<file path="config.mk">
export PLATFORM = sky130hd
export DESIGN_NAME = io_bus_responder
export DESIGN_NICKNAME = d
export VERILOG_FILES = /design/src/rtl/io_bus_responder_pkg.sv /design/src/rtl/io_rx_fifo.sv /design/src/rtl/io_bus_responder.sv
export SDC_FILE = /design/constraint.sdc
export NUM_CORES = 1
export LEC_CHECK = 0
export ABC_AREA = 1
export CAP_MARGIN = 25
export CORE_ASPECT_RATIO = 1.75
export CORE_MARGIN = 3
export CORE_UTILIZATION = 30
export DETAILED_ROUTE_END_ITERATION = 16
export REMOVE_ABC_BUFFERS = 1
export SLEW_MARGIN = 25
export SYNTH_ARGS = -nofsm -noshare
export SYNTH_HDL_FRONTEND = slang
export SYNTH_SLANG_ARGS = --single-unit
</file>
<file path="constraint.sdc">
create_clock -name clk -period 3.38 [get_ports clk]
set_clock_uncertainty 0.1 [all_clocks]
set_input_delay 0.338 -clock clk [delete_from_list [all_inputs] [get_ports clk]]
set_output_delay 0.338 -clock clk [all_outputs]
set_load 0.03 [all_outputs]
</file>
<file path="src/rtl/io_bus_responder_pkg.sv">
// Shared definitions for the I/O bus responder: bus access encodings, register
// addresses, interrupt source indices and the UART handshake state types.
package io_bus_responder_pkg;

    localparam logic [1:0] MEM_READ  = 2'b01;
    localparam logic [1:0] MEM_WRITE = 2'b10;

    localparam logic [15:0] IO_DATA   = 16'hBF00;
    localparam logic [15:0] IO_STATUS = 16'hBF01;
    localparam logic [15:0] IO_TIMER  = 16'hBF02;
    localparam logic [15:0] IO_IRQ    = 16'hBF03;

    localparam logic [3:0] IRQ_NONE  = 4'd0;
    localparam logic [3:0] IRQ_TIMER = 4'd2;
    localparam logic [3:0] IRQ_RX    = 4'd3;

    typedef enum logic [1:0] {
        RX_IDLE,
        RX_READ,
        RX_CAPTURE,
        RX_WAIT
    } rxState_e;

    typedef enum logic [2:0] {
        TX_IDLE,
        TX_SETUP,
        TX_STROBE,
        TX_RELEASE,
        TX_WAIT_TBRE,
        TX_WAIT_TSRE
    } txState_e;

    // All four registers live in one 4-byte-aligned window.
    function automatic logic inIoWindow(input logic [15:0] addr);
        return addr[15:2] == IO_DATA[15:2];
    endfunction

endpackage

</file>
<file path="src/rtl/io_rx_fifo.sv">
// Circular byte buffer for received UART data. Popping an empty buffer yields
// zero; a push and a pop in the same cycle are both honoured.
module io_rx_fifo #(
    parameter int DEPTH = 4
) (
    input  logic       clk,
    input  logic       rst,
    input  logic       push,
    input  logic [7:0] pushData,
    input  logic       pop,
    output logic [7:0] popData,
    output logic       full,
    output logic       empty
);

    localparam int PTR_W = (DEPTH > 1) ? $clog2(DEPTH) : 1;
    localparam int CNT_W = $clog2(DEPTH + 1);
    localparam logic [CNT_W-1:0] FULL_COUNT = CNT_W'(DEPTH);

    logic [7:0]       mem [DEPTH];
    logic [PTR_W-1:0] wrPtr;
    logic [PTR_W-1:0] rdPtr;
    logic [CNT_W-1:0] count;
    logic             doPush;
    logic             doPop;

    assign full    = (count == FULL_COUNT);
    assign empty   = (count == '0);
    assign doPush  = push && !full;
    assign doPop   = pop && !empty;
    assign popData = empty ? 8'h00 : mem[rdPtr];

    always_ff @(posedge clk) begin
        if (doPush) begin
            mem[wrPtr] <= pushData;
        end
    end

    // Pointers wrap on their own because DEPTH is a power of two.
    always_ff @(posedge clk or negedge rst) begin
        if (!rst) begin
            wrPtr <= '0;
            rdPtr <= '0;
            count <= '0;
        end else begin
            if (doPush) begin
                wrPtr <= wrPtr + PTR_W'(1);
            end
            if (doPop) begin
                rdPtr <= rdPtr + PTR_W'(1);
            end
            case ({doPush, doPop})
                2'b10:   count <= count + CNT_W'(1);
                2'b01:   count <= count - CNT_W'(1);
                default: count <= count;
            endcase
        end
    end

endmodule

</file>
<file path="src/rtl/io_bus_responder.sv">
// Memory-mapped I/O responder on the CPU data port: UART RX/TX handshakes,
// a reload timer and the hardware interrupt request back into the CPU.
module io_bus_responder
    import io_bus_responder_pkg::*;
#(
    parameter int RX_DEPTH = 4
) (
    input  logic        clk,
    input  logic        rst,
    input  logic [15:0] Aaddr,
    input  logic [1:0]  ExMemControl,
    input  logic [15:0] ExCalResult,
    output logic [15:0] ioReadData,
    output logic        ioHit,
    output logic        hardwareInterruptSignal,
    output logic [3:0]  hardwareInterruptIndex,
    input  logic        uartDataReady,
    input  logic        uartTbre,
    input  logic        uartTsre,
    input  logic [7:0]  uartDataIn,
    output logic [7:0]  uartDataOut,
    output logic        uartDataOe,
    output logic        uartRdn,
    output logic        uartWrn
);

    rxState_e    rxState;
    rxState_e    rxNext;
    txState_e    txState;
    txState_e    txNext;

    logic        isRead;
    logic        isWrite;
    logic        readHit;
    logic        selData;
    logic        selStatus;
    logic        selTimer;
    logic        selIrq;
    logic [15:0] readValue;

    logic        fifoPush;
    logic        fifoPop;
    logic [7:0]  fifoPopData;
    logic        fifoFull;
    logic        fifoEmpty;

    logic        txFull;
    logic [7:0]  txData;
    logic        txOverrun;
    logic        txReady;
    logic        txWrite;

    logic [15:0] timerReload;
    logic [15:0] timerCount;
    logic        timerPending;
    logic        timerWrite;
    logic        timerExpire;
    logic        irqWrite;
    logic [1:0]  irqEnable;
    logic        rxIrq;
    logic        tmIrq;

    assign isRead    = (ExMemControl == MEM_READ);
    assign isWrite   = (ExMemControl == MEM_WRITE);
    assign readHit   = isRead && inIoWindow(Aaddr);
    assign selData   = (Aaddr == IO_DATA);
    assign selStatus = (Aaddr == IO_STATUS);
    assign selTimer  = (Aaddr == IO_TIMER);
    assign selIrq    = (Aaddr == IO_IRQ);

    assign fifoPop    = isRead && selData;
    assign txWrite    = isWrite && selData;
    assign timerWrite = isWrite && selTimer;
    assign irqWrite   = isWrite && selIrq;
    assign txReady    = (txState == TX_IDLE) && !txFull;

    io_rx_fifo #(
        .DEPTH(RX_DEPTH)
    ) rxFifo (
        .clk     (clk),
        .rst     (rst),
        .push    (fifoPush),
        .pushData(uartDataIn),
        .pop     (fifoPop),
        .popData (fifoPopData),
        .full    (fifoFull),
        .empty   (fifoEmpty)
    );

    // Register read mux, sampled from the state before this cycle's edge.
    always_comb begin
        readValue = 16'h0000;
        if (selData) begin
            readValue = {8'h00, fifoPopData};
        end else if (selStatus) begin
            readValue = {12'h000, fifoFull, txOverrun, !fifoEmpty, txReady};
        end else if (selTimer) begin
            readValue = timerCount;
        end else if (selIrq) begin
            readValue = {10'h000, timerPending, 3'b000, irqEnable};
        end
    end

    always_ff @(posedge clk or negedge rst) begin
        if (!rst) begin
            ioHit      <= 1'b0;
            ioReadData <= 16'h0000;
        end else begin
            ioHit      <= readHit;
            ioReadData <= readHit ? readValue : 16'h0000;
        end
    end

    always_ff @(posedge clk or negedge rst) begin
        if (!rst) begin
            rxState <= RX_IDLE;
        end else begin
            rxState <= rxNext;
        end
    end

    // The chip byte is sampled on the edge that ends the read strobe.
    always_comb begin
        rxNext   = rxState;
        uartRdn  = 1'b1;
        fifoPush = 1'b0;
        case (rxState)
            RX_IDLE: begin
                if (uartDataReady && !fifoFull) begin
                    rxNext = RX_READ;
                end
            end
            RX_READ: begin
                uartRdn  = 1'b0;
                fifoPush = 1'b1;
                rxNext   = RX_CAPTURE;
            end
            RX_CAPTURE: begin
                rxNext = RX_WAIT;
            end
            RX_WAIT: begin
                if (!uartDataReady) begin
                    rxNext = RX_IDLE;
                end
            end
            default: rxNext = RX_IDLE;
        endcase
    end

    // A write that finds the transmitter busy is dropped and flagged.
    always_ff @(posedge clk or negedge rst) begin
        if (!rst) begin
            txFull    <= 1'b0;
            txData    <= 8'h00;
            txOverrun <= 1'b0;
        end else begin
            if (txState == TX_RELEASE) begin
                txFull <= 1'b0;
            end
            if (txWrite && txReady) begin
                txFull <= 1'b1;
                txData <= ExCalResult[7:0];
            end
            if (isWrite && selStatus && ExCalResult[2]) begin
                txOverrun <= 1'b0;
            end
            if (txWrite && !txReady) begin
                txOverrun <= 1'b1;
            end
        end
    end

    always_ff @(posedge clk or negedge rst) begin
        if (!rst) begin
            txState <= TX_IDLE;
        end else begin
            txState <= txNext;
        end
    end

    always_comb begin
        txNext     = txState;
        uartWrn    = 1'b1;
        uartDataOe = 1'b0;
        case (txState)
            TX_IDLE: begin
                if (txFull) begin
                    txNext = TX_SETUP;
                end
            end
            TX_SETUP: begin
                uartDataOe = 1'b1;
                txNext     = TX_STROBE;
            end
            TX_STROBE: begin
                uartDataOe = 1'b1;
                uartWrn    = 1'b0;
                txNext     = TX_RELEASE;
            end
            TX_RELEASE: begin
                uartDataOe = 1'b1;
                txNext     = TX_WAIT_TBRE;
            end
            TX_WAIT_TBRE: begin
                if (uartTbre) begin
                    txNext = TX_WAIT_TSRE;
                end
            end
            TX_WAIT_TSRE: begin
                if (uartTsre) begin
                    txNext = TX_IDLE;
                end
            end
            default: txNext = TX_IDLE;
        endcase
    end

    assign uartDataOut = txData;

    // A CPU write to the timer overrides an expiry landing on the same edge.
    assign timerExpire = !timerWrite && (timerReload != 16'h0000) && (timerCount == 16'h0001);

    always_ff @(posedge clk or negedge rst) begin
        if (!rst) begin
            timerReload  <= 16'h0000;
            timerCount   <= 16'h0000;
            timerPending <= 1'b0;
            irqEnable    <= 2'b00;
        end else begin
            if (timerWrite) begin
                timerReload <= ExCalResult;
                timerCount  <= ExCalResult;
            end else if (timerExpire) begin
                timerCount <= timerReload;
            end else if (timerReload != 16'h0000) begin
                timerCount <= timerCount - 16'h0001;
            end
            if (irqWrite) begin
                irqEnable <= ExCalResult[1:0];
                if (ExCalResult[5]) begin
                    timerPending <= 1'b0;
                end
            end
            if (timerExpire) begin
                timerPending <= 1'b1;
            end
        end
    end

    assign rxIrq = !fifoEmpty && irqEnable[0];
    assign tmIrq = timerPending && irqEnable[1];

    // Receive data outranks the timer when both are requesting.
    always_ff @(posedge clk or negedge rst) begin
        if (!rst) begin
            hardwareInterruptSignal <= 1'b0;
            hardwareInterruptIndex  <= IRQ_NONE;
        end else begin
            hardwareInterruptSignal <= rxIrq || tmIrq;
            hardwareInterruptIndex  <= rxIrq ? IRQ_RX : (tmIrq ? IRQ_TIMER : IRQ_NONE);
        end
    end

endmodule

</file>
==> reports/metrics.csv <==
metric,value,unit
status,finished clean,
HPWL Detailed,11260,um
aggregate global routing overflow,0,
post-route minimum period,2.414,ns
# port buffers,77,
area of the core region,0.01814,mm^2
Syn Std Cell Area,0.005558,mm^2
Crit-path slowest cell,clkdlybuf4s50_1,
CTS H-tree lvls,3,
startpoint types,primary input,
critical path class,in -> reg,
Top Family by Delay on Critical Path,simple AND/OR/NAND/NOR gates,
Final setup viols,0,
"Clk pin slew, worst setup/hold paths",0.08,ns
drt wl/cell,14.83,um
vias per inst,4.644,
CP endpoint kind,flop,
"commonest non-fill, non-tap cell in the layout",nand2_1,
die area,0.02026,mm^2
Rel. slew slack,45.38,%
initial antenna violation count,0,
total negative slack,0,ns
Fillers,1832,
max-slew violation count,0,
TritonRoute pass-1 iters,4,
fmax,0.4142,GHz
Crit Path Max Fanout,7,
CP max stage delay,0.41,ns
Die Ht,186.1,um
Die Span X,108.9,um
Via Count,4528,
"Avg Cell Area, Syn",8.459,um^2
Top-Level Pins,80,
Required @ worst endpoint,3.56,ns
"Clk Latency, worst-skew pair",0.36,ns
Antenna Violating Nets Remaining,0,
Leak Pwr,3.148,nW
synthesized flop and latch total,108,
period utilization,71.43,%
Layout Nets,796,
Starting Density,30.65,%
GRT Total Usage,15.14,%
RSZ-0062 raised after global routing,no,
sequential share of the synthesized area,51.51,%
layout cells sized above 1,6.343,%
antenna cells,0,
Area Overhead vs Synth,23.71,%
number of global-route vias before repair,4521,
peak supply drop,0.0002055,V
Post-CTS Resized,0,
row cnt,65,
most frequent cells in the layout,"nand2_1, inv_1, nor2_1, dfrtp_1, clkdlybuf4s50_1",
Cell Pwr Density,482.5,mW/mm^2
clk sinks,108,
post-synthesis cell count,657,
clock tree root driver cell,clkbuf_16,
GP Congestion,0.8579,
WP data arrival,2.60,ns
Ys Warns,0,
Tot Pwr,3.317,mW
CTS Buf Count,9,
DR iter-0 viols,174,
Worst Hold Class,reg -> reg,
crit path cell chain,clkdlybuf4s50_1 -> nor2_2 -> nand3_4 -> nor2_4 -> nand3_2 -> inv_2 -> nand3_1 -> inv_1 -> ha_1 -> inv_1 -> fa_1 -> nor2_1 -> nor2_1 -> nand2_1 -> xor2_1,
post-synth cell types,39,
Final Hold Fails,0,
worst slew pin tran,0.8163,ns
first-pass GRT wire length,23120,um
TritonCTS clock tree,yes,
Max Cap Viol,0,
Remaining DRCs,0,
clk buf depth,2,
Buf/Inv on CP,4,
largest net degree at the start of global routing,77,
Post-Route WL,14460,um
==> cell usage after synthesis, drive strengths merged <==
cell type | number | share of area [%]
nand2 | 145 | 10
inv | 94 | 6.3
nor2 | 88 | 6.8
dfrtp | 76 | 34
nand3 | 48 | 5.2
o21ai | 47 | 4.2
edfxtp | 32 | 17
a21oi | 22 | 2.0
nand4 | 22 | 2.5
nor3 | 18 | 2.1
buf | 16 | 1.9
ha | 12 | 2.7
xor2 | 8 | 1.3
o22ai | 5 | 0.56
clkinv | 4 | 0.27
o211ai | 4 | 0.54
clkbuf | 3 | 0.20
xnor2 | 3 | 0.47
a21o | 2 | 0.27
a31oi | 1 | 0.11
and2 | 1 | 0.11
conb | 1 | 0.067
fa | 1 | 0.36
nor4 | 1 | 0.11
o21a | 1 | 0.14
o32ai | 1 | 0.16
or2 | 1 | 0.11
==> routing by layer <==
| metal | wire, um | share of wire (%) | global-route usage, % |
|---|---|---|---|
| met1 | 5203 | 36 | 15.66 |
| met2 | 8343 | 58 | 28.80 |
| met3 | 374 | 2.6 | 2.256 |
| met4 | 538 | 3.7 | 7.634 |
| met5 | 0 | 0 | 0 |
==> path summary, 6_finish.rpt <==
| kind | from | endpoint | slack (ns) | cells past startpoint |
|---|---|---|---|---|
| worst max-delay path | Aaddr[3] | rxFifo.count[2]$_DFFE_PN0P_ | 0.97 | 15 |
| worst min-delay path | txFull$_DFFE_PN0P_ | txFull$_DFFE_PN0P_ | 0.41 | 1 |
| worst max register to register | timerCount[1]$_DFFE_PN0P_ | timerCount[8]$_DFFE_PN0P_ | 1.14 | 11 |
| worst min register to register | txFull$_DFFE_PN0P_ | txFull$_DFFE_PN0P_ | 0.41 | 1 |
| max in group asynchronous | rst | ioReadData[9]$_DFF_PN0_ | 2.22 | 2 |
| min in group asynchronous | rst | uartDataOut[5]$_DFFE_PN0P_ | 0.48 | 2 |
==> where the power goes <==
part	switching [mW]	total [mW]	internal [mW]
combinational	0.418	0.671	0.253
sequential	0.0914	1.58	1.49
clock	0.506	1.06	0.556
total	1.02	3.32	2.30
==> registers in the layout (all words and copies together) (netlist names) <==
name,cells
irqEnable,2
timerCount,16
txFull,1
txState,3
txOverrun,1
rxFifo.count,3
rxFifo.wrPtr,2
hardwareInterruptIndex,2
ioHit,1
uartDataOut,8
timerReload,16
ioReadData,16
timerPending,1
rxState,2
rxFifo.mem,32
rxFifo.rdPtr,2
==> metrics by stage <==
stage	util (%)	setup WS, ns	instances	cell area [um^2]	hold WS, ns
6_report	37.91	0.9657	975	6875	0.4063
5_1_grt	37.91	0.6964	975	6875	0.4350
3_5_place_dp	36.19	0.5735	958	6564	0.3908
3_3_place_gp	36.19	0.6408	958	6564	0.3841
2_1_floorplan	-	0.9379	639	5443	-0.05759
4_1_cts	37.83	0.9485	974	6862	0.08753
==> timing repair <==
item                                   in CTS  in global routing
endpoints found under the hold margin       0                 41
setup buffers                               0                  0
hold buffers                                0                  1
==> worst reg2reg max path, stage by stage, from the launching register on <==
cell and delay (ns):
dfrtp_1 0.40, inv_1 0.12, ha_1 0.17, nand2_1 0.06, nor2_1 0.16, nand2_1 0.12, nor2_4 0.39, nand3_4 0.19
nand3_1 0.14, nand3_1 0.16, nand2_1 0.09, inv_1 0.04
==> kinds of logic (layout without fill, tap and decap cells) <==
logic type                 Yosys count  after routing  synth area share (%)
buffers and inverters              117            200                 8.757
DFF                                108            108                 51.51
AOI/OAI and AO/OA                   83             83                 7.992
and+or+nand+nor                    324            324                 26.88
xor gates and xnor gates            11             11                 1.734
other                                1              2               0.06747
adders and majority gates           13             13                 3.062
==> layout make-up <==
type | instances | area [um^2] | share of cell area (%)
clock buffers | 11 | 254.0 | 3.694
inverters | 98 | 367.9 | 5.350
flip-flops and latches | 108 | 2863 | 41.64
multi-input cells | 433 | 2212 | 32.17
clock inverters | 5 | 43.79 | 0.6369
well taps | 234 | 292.8 | 4.258
repair buffers | 86 | 842.1 | 12.25
Power figures use the tool's default switching activity.
